==> src/rtl/ae_pkg.sv <==
// Shared types and sizing helpers for the autoencoder select-path sequencer.
// No logic; pure declarations.
package ae_pkg;

    localparam int SEL_W = 4;

    typedef enum logic [1:0] {
        IDLE = 2'd0,
        STEP = 2'd1,
        DONE = 2'd2
    } seq_state_e;

    // Dwell counter width: enough to hold STEP_CYCLES-1, never narrower than one bit.
    function automatic int dwell_w(input int step_cycles);
        int w;
        w = $clog2(step_cycles);
        return (w < 1) ? 1 : w;
    endfunction

endpackage

==> src/rtl/step_timer.sv <==
// Dwell counter for one select index; expired is combinational off the count register.
// Latency 0 (expired reflects current count); hold freezes the count, clr dominates hold.
module step_timer
    import ae_pkg::*;
#(
    parameter int STEP_CYCLES = 4,
    parameter int CNT_W       = dwell_w(STEP_CYCLES)
) (
    input  logic clk,
    input  logic rst,
    input  logic clr,
    input  logic hold,
    output logic expired
);

    localparam logic [CNT_W-1:0] LAST_CNT = CNT_W'(STEP_CYCLES - 1);

    logic [CNT_W-1:0] cnt_q;
    logic [CNT_W-1:0] cnt_d;

    assign expired = (cnt_q == LAST_CNT);

    // Saturates at LAST_CNT; the sequencer clears it when it moves to the next index.
    always_comb begin
        cnt_d = cnt_q;
        if (clr) begin
            cnt_d = '0;
        end else if (!hold && !expired) begin
            cnt_d = cnt_q + 1'b1;
        end
    end

    always_ff @(posedge clk) begin
        if (rst) begin
            cnt_q <= '0;
        end else begin
            cnt_q <= cnt_d;
        end
    end

endmodule

==> src/rtl/sel_seq.sv <==
// Select-index sequencer: walks sel_out 0..last_sel, dwelling STEP_CYCLES per index, en pulse per load.
// First index registered one edge after start; hold stalls dwell, delaying next index and done.
module sel_seq
    import ae_pkg::*;
#(
    parameter int SEL_W       = ae_pkg::SEL_W,
    parameter int STEP_CYCLES = 4
) (
    input  logic             clk,
    input  logic             rst,
    input  logic             start,
    input  logic [SEL_W-1:0] last_sel,
    input  logic             hold,
    output logic [SEL_W-1:0] sel_out,
    output logic             en,
    output logic             busy,
    output logic             done
);

    seq_state_e       state_q, state_d;
    logic [SEL_W-1:0] sel_q, sel_d;
    logic [SEL_W-1:0] last_q, last_d;
    logic             en_q, en_d;
    logic             busy_q, busy_d;
    logic             done_q, done_d;
    logic             tmr_clr;
    logic             tmr_expired;

    step_timer #(
        .STEP_CYCLES (STEP_CYCLES)
    ) u_step_timer (
        .clk     (clk),
        .rst     (rst),
        .clr     (tmr_clr),
        .hold    (hold),
        .expired (tmr_expired)
    );

    always_comb begin
        state_d = state_q;
        sel_d   = sel_q;
        last_d  = last_q;
        en_d    = 1'b0;
        busy_d  = busy_q;
        done_d  = 1'b0;
        tmr_clr = 1'b1;

        case (state_q)
            IDLE: begin
                if (start) begin
                    state_d = STEP;
                    last_d  = last_sel;
                    sel_d   = '0;
                    en_d    = 1'b1;
                    busy_d  = 1'b1;
                end
            end
            STEP: begin
                tmr_clr = 1'b0;
                // Compare before incrementing so last_sel = all-ones ends without wrapping.
                if (!hold && tmr_expired) begin
                    if (sel_q == last_q) begin
                        state_d = DONE;
                        done_d  = 1'b1;
                    end else begin
                        sel_d   = sel_q + 1'b1;
                        en_d    = 1'b1;
                        tmr_clr = 1'b1;
                    end
                end
            end
            DONE: begin
                state_d = IDLE;
                busy_d  = 1'b0;
            end
            default: begin
                state_d = IDLE;
                busy_d  = 1'b0;
            end
        endcase
    end

    always_ff @(posedge clk) begin
        if (rst) begin
            state_q <= IDLE;
            sel_q   <= '0;
            last_q  <= '0;
            en_q    <= 1'b0;
            busy_q  <= 1'b0;
            done_q  <= 1'b0;
        end else begin
            state_q <= state_d;
            sel_q   <= sel_d;
            last_q  <= last_d;
            en_q    <= en_d;
            busy_q  <= busy_d;
            done_q  <= done_d;
        end
    end

    assign sel_out = sel_q;
    assign en      = en_q;
    assign busy    = busy_q;
    assign done    = done_q;

endmodule

==> config.mk <==
export PLATFORM = sky130hd
export DESIGN_NAME = sel_seq
export DESIGN_NICKNAME = d
export VERILOG_FILES = /design/src/rtl/ae_pkg.sv /design/src/rtl/step_timer.sv /design/src/rtl/sel_seq.sv
export SDC_FILE = /design/constraint.sdc
export NUM_CORES = 1
export LEC_CHECK = 0
export ABC_CLOCK_PERIOD_IN_PS = 3600
export CAP_MARGIN = 0
export CORE_MARGIN = 4
export CORE_UTILIZATION = 52
export DETAILED_ROUTE_END_ITERATION = 12
export GPL_ROUTABILITY_DRIVEN = 0
export PLACE_DENSITY = 0.81
export SLEW_MARGIN = 20
export SYNTH_ARGS = -nofsm -noshare
export SYNTH_HDL_FRONTEND = slang
export SYNTH_SLANG_ARGS = --single-unit
==> constraint.sdc <==
create_clock -name clk -period 3.6 [get_ports clk]
set_input_delay 0.72 -clock clk [delete_from_list [all_inputs] [get_ports clk]]
set_output_delay 0.72 -clock clk [all_outputs]
set_load 0.02 [all_outputs]
### Word-level counts from Yosys, hierarchy flattened

Cells that the tools add are included.
W data, S select, Z words.

* flip-flop bits (word level): 15
* bits of input ports: 8
* output and inout port bits: 7
* word-level logic and storage cells: 46

* add/sub/neg operators: 2
* eq/ne operators: 7
* muxes and demuxes: 16
* bitwise operators: 2
* reduce and logical (&&, ||, !) cells: 12

Operator list (number)
* $mux W4: 3
* $ne A2 B2 Y1 const B: 4
* $pmux W4 S2: 1
* $mux W1: 6
* $mux W2: 3
* $add A4 B1 Y4 const B: 1
* $eq A4 B4 Y1: 1
* $pmux W1 S2: 2
* $pmux W2 S2: 1
* $reduce_and A2 Y1: 2
* $reduce_and A4 Y1: 1
* $reduce_and A3 Y1: 1
* $reduce_or A3 Y1: 1
* $add A2 B1 Y2 const B: 1
* $eq A2 B1 Y1 const B: 1
* $eq A2 B2 Y1 const B: 1
* $logic_and A1 B1 Y1: 2
* $logic_not A1 Y1: 2
* $logic_not A2 Y1: 1
* $not A1 Y1: 2
* $reduce_bool A2 Y1: 1
* $reduce_or A2 Y1: 1

### Longest topological paths before layout

Gate-level depths: netlist (run 1).

* depth in word-level cells: 5
* depth in mapped cells: 5
* gate-level depth less buffers: 5

### Modules after synthesis

A second synthesis (run 1) with hierarchy kept.

* cell total of the unflattened synthesis: 83
* area, all modules: 745.7 µm²

By module, submodules not included
* sel_seq: times used 1, cells an instance 74, area an instance 653.1 µm², sequential area each 260.2 µm²
* step_timer: times used 1, cells an instance 9, area an instance 92.6 µm², sequential area each 40.0 µm²

### Worst setup path after synthesis (run 1)

Ideal clock, no wire load.

* path type: input to register
* start point: input port rst
* end point: register sel_q[3], in the netlist sel_out[3]
* library setup time: 0.062 ns
* arrival: 1.739 ns
* data required time: 3.538 ns
* setup slack: 1.798 ns
* stages: 5
* buffers on the path: 1
* cell sequence: buf_6 > nor3b_4 > nand2_2 > or4_1 > nand3_1

RTL lines
* from (decl): RTL line sel_seq.sv:10 `input logic rst,`
* to (signal assigned): RTL line sel_seq.sv:93 `sel_q <= sel_d;`
* to (decl): RTL line sel_seq.sv:21 `logic [SEL_W-1:0] sel_q, sel_d;`

==> results of run 1 <==
[layout by cell type, fill, tap and decap left out, types with 2 or more instances in the layout]
| master | synthesis | final |
|---|---|---|
| nor2_1 | 8 | 8 |
| inv_1 | 3 | 3 |
| dfxtp_1 | 15 | 15 |
| o21ai_0 | 2 | 2 |
| xor2_2 | 4 | 4 |
| nand3_1 | 4 | 4 |
| clkbuf_4 | 0 | 3 |
| clkdlybuf4s50_1 | 0 | 14 |
| a21boi_0 | 2 | 2 |
| nand2_1 | 3 | 3 |
| mux2i_1 | 4 | 4 |
| a21oi_1 | 2 | 2 |
| a31oi_1 | 2 | 2 |
| ha_1 | 2 | 2 |
| and2b_1 | 2 | 2 |
[flip-flops by register name, summed over array words and instances, names as in the netlist]
signal / flops
last_q: 4
state_q: 2
done: 1
busy: 1
sel_out: 4
u_step_timer.cnt_q: 2
en: 1
[routing by layer]
layer	wire [um]	global-route usage	up-vias
li1	-	-	290
met1	587	0.1796	251
met2	683	0.2507	18
met3	102	0.07510	2
met4	10	0.05263	0
met5	0	0	-
[critical path: cells and delay by family]
family	cells	cell delay (ns)
and+or+nand+nor	4	1.10
buffers and inverters	1	0.61
[per-stage QoR]
step / util / hold slack [ns] / power, mW / instance area (um^2)
CTS: 0.6923 / 0.5097 / 0.3280 / 912.1
floorplan: - / 0.4374 / 0.2155 / 737.0
global placement: 0.6714 / 0.4612 / 0.2305 / 884.6
detailed placement: 0.6714 / 0.4904 / 0.2319 / 884.6
finish: 0.6923 / 0.5078 / 0.3238 / 912.1
global route: 0.6923 / 0.5232 / 0.3410 / 912.1
[kinds of logic after synthesis]
kind of cell | share of synthesized area
AND/OR/NAND/NOR | 0.2462
buffers and inverters | 0.03056
adder cells (fa/ha/maj) | 0.03395
flip-flops | 0.4075
XOR/XNOR | 0.08828
multiplexers | 0.05433
AO/OA/AOI/OAI | 0.1392
[path summary, 6_finish.rpt]
check / startpoint / end / slack [ns]
worst min register to register: busy$_SDFFE_PP0P_ / busy$_SDFFE_PP0P_ / 0.51
worst min-delay path: busy$_SDFFE_PP0P_ / busy$_SDFFE_PP0P_ / 0.51
worst max-delay path: rst / sel_out[3]$_SDFFE_PP0P_ / 1.41
worst max register to register: u_step_timer.cnt_q[0]$_SDFFE_PP0P_ / sel_out[0]$_SDFFE_PP0P_ / 1.95
[power groups by stage]
stage | Clock (mW) | Combinational [mW] | Sequential [mW]
2_1_floorplan | 0 | 0.0333 | 0.182
3_3_place_gp | 0 | 0.0499 | 0.181
3_5_place_dp | 0 | 0.0508 | 0.181
4_1_cts | 0.0993 | 0.0515 | 0.177
5_1_grt | 0.107 | 0.0562 | 0.178
6_report | 0.0954 | 0.0512 | 0.177
[area by class of cell]
| type | instances | area, um^2 | area share |
|---|---|---|---|
| multi-input combinational | 52 | 414.1 | 0.4540 |
| sequential | 15 | 300.3 | 0.3292 |
| timing repair buffer | 14 | 140.1 | 0.1536 |
| clock buffer | 3 | 22.52 | 0.02469 |
| tap | 15 | 18.77 | 0.02058 |
| inverter | 3 | 11.26 | 0.01235 |
| clock inverter | 1 | 5.005 | 0.005487 |
==> flow_summary.json, run 1 <==
{
  "finalSetupViolations": 0,
  "antenna_found_initial": 0,
  "tritoncts": "yes",
  "ant_nets": 0,
  "synth-main-ff-cell": "dfxtp_1",
  "insertion_delay_ns": 0.29,
  "final_nets": 99,
  "syn_nets": 81,
  "ioPinCount": 15,
  "cts-root-buf": "clkbuf_4",
  "synth.cell_area_um2": 737.0,
  "cts_buffers": 3,
  "synth_area_leaders": "dfxtp_1 (41%), xor2_2 (8.8%), mux2i_1 (5.4%)",
  "p_clk_frac": 0.295,
  "synthCells": 71,
  "dieArea_um2": 2083,
  "outcome": "complete, no violations",
  "criticalPathCategory": "in2reg",
  "worst_pin_slew_ns": 0.5869,
  "synth-warning-count": 0,
  "fin_skew_ns": 0.01460,
  "synth_cell_types": 31,
  "gr-total-overflow": 0,
  "switching_share": 0.2595,
  "synthMostInstantiatedCell": "dfxtp_1",
  "post-route-period-util": 0.6094,
  "coreArea_um2": 1318,
  "yosys-top-cells-count": "dfxtp_1 (15), nor2_1 (8), mux2i_1 (4), nand3_1 (4), xor2_2 (4)",
  "crit_path_start_kind": "input port",
  "layout.cells.non_filler": 103,
  "path_cells": "clkdlybuf4s50_1 -> nor3b_4 -> nand2_2 -> or4_1 -> nand3_1",
  "fillerInstances": 108,
  "netlist.area_leader.share": 0.4075,
  "ys_seq_area_frac": 0.4075,
  "maxSlewHeadroom": 0.6070,
  "reg2regPathDepth": 5,
  "critPathMaxFanout": 9,
  "grt_pass1_vias": 526,
  "net-switching-power_mw": 0.08403,
  "ys_ff_latch": 15,
  "cts.sinks": 15,
  "dpl.hpwl_um": 1037,
  "cp_slowest_stage_delay_ns": 0.61,
  "crit_arrival_ns": 2.43,
  "synth-edff-count": 0,
  "worstSetupEndpointType": "flip-flop",
  "via_per_inst": 5.447,
  "grt_pass1_wl_um": 2277,
  "async_flop_share": 0,
  "cts_max_level": 1,
  "hold_path_depth": 2,
  "cts_hold_buf": 0,
  "drv_cap": 0,
  "p_per_area_nw_per_um2": 355.0,
  "start_util": 0.5594,
  "clk_pin_slew_ns": 0.10,
  "power_frac_comb": 0.158,
  "drtPass1Iterations": 4,
  "worst_slack_ns": 1.406,
  "drc": 0,
  "finalWirelength_um": 1383,
  "syn2layout_area_growth_pct": 23.77,
  "die_h_um": 45.65,
  "drt_iter0_drc": 12,
  "syn_area_per_cell_um2": 10.38,
  "post-place-ws_ns": 1.146,
  "period_needed_ns": 2.194,
  "cts-resized-gates": 0,
  "postCtsSetupRepairBufs": 0,
  "drive_gt1_frac": 0.1705,
  "rows": 13,
  "gr-usage-all-layers": 0.1561,
  "final_max_slew_viol_count": 0,
  "ir_drop_uv": 260.7,
  "grt_max_degree": 10,
  "rsz0062_at_grt": "false",
  "vias": 561,
  "fin_setup_tns_ns": 0,
  "intPower_mw": 0.2398,
  "die_w_um": 45.65,
  "numPlacedInstances": 99,
  "fmax_mhz": 455.9,
  "power.leakage_nw": 0.3661,
  "hold_viol_final": 0,
  "io_buffer_count": 14,
  "wl_per_cell_um": 13.43,
  "yosysTopAreaCell": "dfxtp_1",
  "pwr-share-seq": 0.547,
  "hp-class": "reg2reg",
  "clockBufferDepth": 2,
  "n_antenna_cell": 0,
  "worst_path_max_delay_cell": "clkdlybuf4s50_1",
  "critical_path_required_ns": 3.84
}
(Power assumes the default switching activity.)
==> run 2, diff against run 1 <==
Settings changed: ABC_CLOCK_PERIOD_IN_PS 3600 to 2200, CORE_UTILIZATION 52 to 48, PLACE_DENSITY 0.81 to 0.75.
Clock period 3.6 ns to 2.2 ns, I/O delays scaled along.
==> flow_summary.json, run 2 (synthesis results as in run 1) <==
{
  "outcome": "complete, no violations",
  "final_max_slew_viol_count": 0,
  "coreArea_um2": 1366,
  "cp_slowest_stage_delay_ns": 0.65,
  "n_antenna_cell": 0,
  "insertion_delay_ns": 0.29,
  "grt_max_degree": 10,
  "critPathMaxFanout": 6,
  "finalHoldWorstSlack_ns": 0.4790,
  "rows": 13,
  "crit_path_start_kind": "flip-flop",
  "tritoncts": "yes",
  "clk_pin_slew_ns": 0.09,
  "finalSetupViolations": 0,
  "finalWirelength_um": 1421,
  "ant_nets": 0,
  "postCtsSetupRepairBufs": 0,
  "worstSetupEndpointType": "output pin",
  "drv_cap": 0,
  "drive_gt1_frac": 0.1868,
  "worst_path_max_delay_cell": "clkdlybuf4s50_1",
  "start_util": 0.5394,
  "die_w_um": 47.19,
  "die_h_um": 47.19,
  "dpl.hpwl_um": 1099,
  "antenna_found_initial": 0,
  "syn2layout_area_growth_pct": 26.66,
  "final_nets": 102,
  "cts_buffers": 3,
  "cts.sinks": 15,
  "drc": 0,
  "final_common_cell": "dfxtp_1",
  "post-route-period-util": 0.8363,
  "cts_hold_buf": 0,
  "drt_iter0_drc": 13,
  "criticalPathCategory": "reg2out",
  "final_cell_mix": "dfxtp_1 (15), clkdlybuf4s50_1 (14), nor2_1 (8)",
  "hold_viol_final": 0,
  "fin_setup_tns_ns": 0,
  "cp_top_family": "buffers and inverters",
  "cts_max_level": 1,
  "dieArea_um2": 2226,
  "drtPass1Iterations": 3,
  "power.leakage_nw": 0.3784,
  "maxSlewHeadroom": 0.6736,
  "fin_skew_ns": 0.005177,
  "via_per_inst": 5.406,
  "wl_per_cell_um": 13.41,
  "rsz0062_at_grt": "false",
  "cts-root-buf": "clkbuf_4",
  "crit_buf_inv": 1,
  "ioPinCount": 15,
  "worst_pin_slew_ns": 0.4859,
  "critical_path_required_ns": 1.76,
  "path_cells": "clkdlybuf4s50_1",
  "fmax_mhz": 543.5,
  "gr-total-overflow": 0,
  "grt_pass1_vias": 566,
  "ir_drop_uv": 397.8,
  "period_needed_ns": 1.840,
  "io_buffer_count": 14,
  "grt_pass1_wl_um": 2456,
  "reg2reg_slack_ns": 0.57,
  "vias": 573,
  "clockBufferDepth": 2,
  "hp-class": "reg2reg",
  "crit_arrival_ns": 1.40,
  "p_per_area_nw_per_um2": 575.3,
  "gr-usage-all-layers": 0.1607,
  "cts-resized-gates": 0
}
run 2: changes by cell type in the layout (fill, tap and decap cells not counted):
cell      delta
clkinv_2     -1
buf_4        +3
clkbuf_1     +1
run 2: power by group:
part / switching, mW / internal [mW] / total, mW
registers: 0.00852 / 0.281 / 0.290
logic: 0.0418 / 0.0476 / 0.0894
clock network: 0.0874 / 0.0705 / 0.158
total: 0.138 / 0.399 / 0.537
run 2: metal layers:
| layer | wire length [um] | vias up | track usage | part of all wire |
|---|---|---|---|---|
| met5 | 0 | - | 0 | 0 |
| met3 | 85 | 0 | 0.06130 | 0.060 |
| met1 | 628 | 267 | 0.1903 | 0.44 |
| met4 | 0 | 0 | 0.03315 | 0 |
| met2 | 707 | 12 | 0.2764 | 0.50 |
| li1 | - | 294 | - | - |
run 2: through the flow:
step,worst slack (ns),total power [mW],util,instance area [um^2],cells
floorplan,0.6282,0.3526,-,737.0,71
global placement,0.2975,0.3830,0.6639,907.1,102
detailed placement,0.2373,0.3853,0.6639,907.1,102
CTS,0.3327,0.5458,0.6832,933.4,106
global route,0.2640,0.5653,0.6832,933.4,106
finish,0.3601,0.5370,0.6832,933.4,106
run 2: worst paths after layout:
path / from / endpoint / cells past startpoint
setup reg to reg: sel_out[2]$_SDFFE_PP0P_ / state_q[0]$_SDFFE_PP0P_ / 4
setup / recovery: sel_out[2]$_SDFFE_PP0P_ / sel_out[2] / 1
hold reg to reg: u_step_timer.cnt_q[0]$_SDFFE_PP0P_ / u_step_timer.cnt_q[0]$_SDFFE_PP0P_ / 1
hold / removal: u_step_timer.cnt_q[0]$_SDFFE_PP0P_ / u_step_timer.cnt_q[0]$_SDFFE_PP0P_ / 1
run 2: final cells by class:
type	count	area (um^2)
clock buffers	4	26.28
repair buffers	17	162.7
inverters	3	11.26
flip-flops and latches	15	300.3
fillers	122	432.9
multi-input cells	52	414.1
well taps	15	18.77
==> run 3, diff against run 2 <==
Settings changed: ABC_CLOCK_PERIOD_IN_PS 2200 to 1600, CORE_UTILIZATION 48 to 43, PLACE_DENSITY 0.75 to 0.71.
Clock period 2.2 ns to 1.6 ns, I/O delays scaled along.
==> flow_summary.json, run 3 (synthesis results as in run 1) <==
{
  "outcome": "complete, no violations",
  "cts_buffers": 3,
  "cts.sinks": 15,
  "power.leakage_nw": 0.4406,
  "critPathMaxFanout": 1,
  "crit_end": "en",
  "finalSetupViolations": 0,
  "gr-usage-all-layers": 0.1260,
  "gr-total-overflow": 0,
  "post-place-ws_ns": -0.1462,
  "period_needed_ns": 1.519,
  "finalWirelength_um": 1344,
  "post-route-period-util": 0.9492,
  "p_per_area_nw_per_um2": 754.0,
  "final_common_cell": "dfxtp_1",
  "antenna_found_initial": 0,
  "rsz0062_at_grt": "false",
  "crit_arrival_ns": 1.20,
  "vias": 592,
  "via_per_inst": 5.239,
  "ir_drop_uv": 628.8,
  "die_h_um": 49.40,
  "postCtsSetupRepairBufs": 0,
  "crit_start": "en$_SDFF_PP0_",
  "power_frac_comb": 0.176,
  "hold_viol_final": 0,
  "hp-class": "reg2reg",
  "reg2reg_to": "sel_out[2]$_SDFFE_PP0P_",
  "worst_pin_slew_ns": 0.3803,
  "p_clk_frac": 0.285,
  "drtPass1Iterations": 3,
  "dieArea_um2": 2440,
  "dpl.hpwl_um": 1092,
  "grt_max_degree": 9,
  "rows": 14,
  "intPower_mw": 0.5569,
  "net-switching-power_mw": 0.1809,
  "finalHoldWorstSlack_ns": 0.4914,
  "drc": 0,
  "final_cell_mix": "dfxtp_1 (15), clkdlybuf4s50_1 (9), buf_4 (9)",
  "cts_max_level": 1,
  "path_cells": "clkdlybuf4s50_1",
  "worst_slack_ns": 0.08131,
  "n_antenna_cell": 0,
  "wl_per_cell_um": 11.89,
  "ioPinCount": 15,
  "pwr-share-seq": 0.539,
  "coreArea_um2": 1559,
  "clockBufferDepth": 2,
  "r2r_start": "sel_out[3]$_SDFFE_PP0P_",
  "fin_skew_ns": 0.001449,
  "crit_buf_inv": 1,
  "io_buffer_count": 14,
  "drv_cap": 0,
  "insertion_delay_ns": 0.28,
  "crit_path_start_kind": "flip-flop",
  "grt_pass1_wl_um": 2290,
  "final_nets": 108,
  "cp_top_family": "buffers and inverters",
  "finish.utilization": 0.6276,
  "maxSlewHeadroom": 0.7446,
  "syn2layout_area_growth_pct": 32.77,
  "fmax_mhz": 658.5,
  "clk_pin_slew_ns": 0.08,
  "switching_share": 0.2452,
  "worstSetupEndpointType": "output pin",
  "reg2reg_slack_ns": 0.10,
  "die_w_um": 49.40,
  "ant_nets": 0,
  "numPlacedInstances": 109,
  "tritoncts": "yes",
  "criticalPathCategory": "reg2out",
  "cts-root-buf": "clkbuf_4",
  "grt_pass1_vias": 542,
  "drive_gt1_frac": 0.2474,
  "reg2regPathDepth": 4,
  "worst_path_max_delay_cell": "clkdlybuf4s50_1",
  "layout.cells.non_filler": 113,
  "timing.critical_path.depth": 1,
  "drt_iter0_drc": 10,
  "final_max_slew_viol_count": 0,
  "critical_path_required_ns": 1.28,
  "start_util": 0.4727,
  "cp_slowest_stage_delay_ns": 0.60
}
-- run 3: cell count changes in the layout (fill, tap and decap cells not counted) --
| cell | before | now |
|---|---|---|
| buf_4 | 3 | 9 |
| clkdlybuf4s50_1 | 14 | 9 |
| dlygate4sd2_1 | 0 | 4 |
| and2b_1 | 2 | 1 |
| and2b_2 | 0 | 1 |
| dlymetal6s2s_1 | 0 | 1 |
-- run 3: repair_timing --
action,CTS,global route
endpoints found under the hold margin,0,0
gates cloned,0,0
resized for setup,4,2
endpoints found under the setup margin,4,2
hold buffers,0,0
-- run 3: area by class of cell --
cell class | instances | area [um^2]
Sequential cell | 15 | 300.3
Clock buffer | 4 | 26.28
Tap cell | 16 | 20.02
Fill cell | 146 | 580.6
Inverter | 3 | 11.26
Multi-Input combinational cell | 52 | 415.4
Timing Repair Buffer | 23 | 205.2
-- run 3: metal layers --
layer  vias to the layer above  GRT usage  routed length (um)
met3                         3    0.06728                  75
met1                       268     0.1490                 651
met4                         0    0.04147                   8
met2                        13     0.1942                 609
li1                        308          -                   -
met5                         -          0                   0
-- run 3: worst min path at each step --
stage	cells past startpoint	to	startpoint
final	1	u_step_timer.cnt_q[0]$_SDFFE_PP0P_	u_step_timer.cnt_q[0]$_SDFFE_PP0P_
after global routing	1	u_step_timer.cnt_q[0]$_SDFFE_PP0P_	u_step_timer.cnt_q[0]$_SDFFE_PP0P_
after CTS	1	u_step_timer.cnt_q[0]$_SDFFE_PP0P_	u_step_timer.cnt_q[0]$_SDFFE_PP0P_
after detailed placement	1	u_step_timer.cnt_q[0]$_SDFFE_PP0P_	u_step_timer.cnt_q[0]$_SDFFE_PP0P_
after global placement	1	u_step_timer.cnt_q[0]$_SDFFE_PP0P_	u_step_timer.cnt_q[0]$_SDFFE_PP0P_
after floorplan	1	u_step_timer.cnt_q[0]$_SDFFE_PP0P_	u_step_timer.cnt_q[0]$_SDFFE_PP0P_
-- run 3: power by group through the flow --
| stage | Clock [mW] | Combinational (mW) | Sequential [mW] |
|---|---|---|---|
| final | 0.210 | 0.130 | 0.398 |
| after global routing | 0.248 | 0.142 | 0.400 |
| after global placement | 0 | 0.130 | 0.406 |
| after floorplan | 0 | 0.0750 | 0.410 |
| after CTS | 0.221 | 0.132 | 0.398 |
| after detailed placement | 0 | 0.131 | 0.407 |
-- run 3: stage by stage --
stage | TNS, ns | power (mW) | instance area (um^2)
global route | 0 | 0.7891 | 978.4
detailed placement | -0.4762 | 0.5381 | 953.4
CTS | 0 | 0.7506 | 974.7
floorplan | 0 | 0.4848 | 737.0
global placement | -0.4013 | 0.5361 | 953.4
finish | 0 | 0.7378 | 978.4
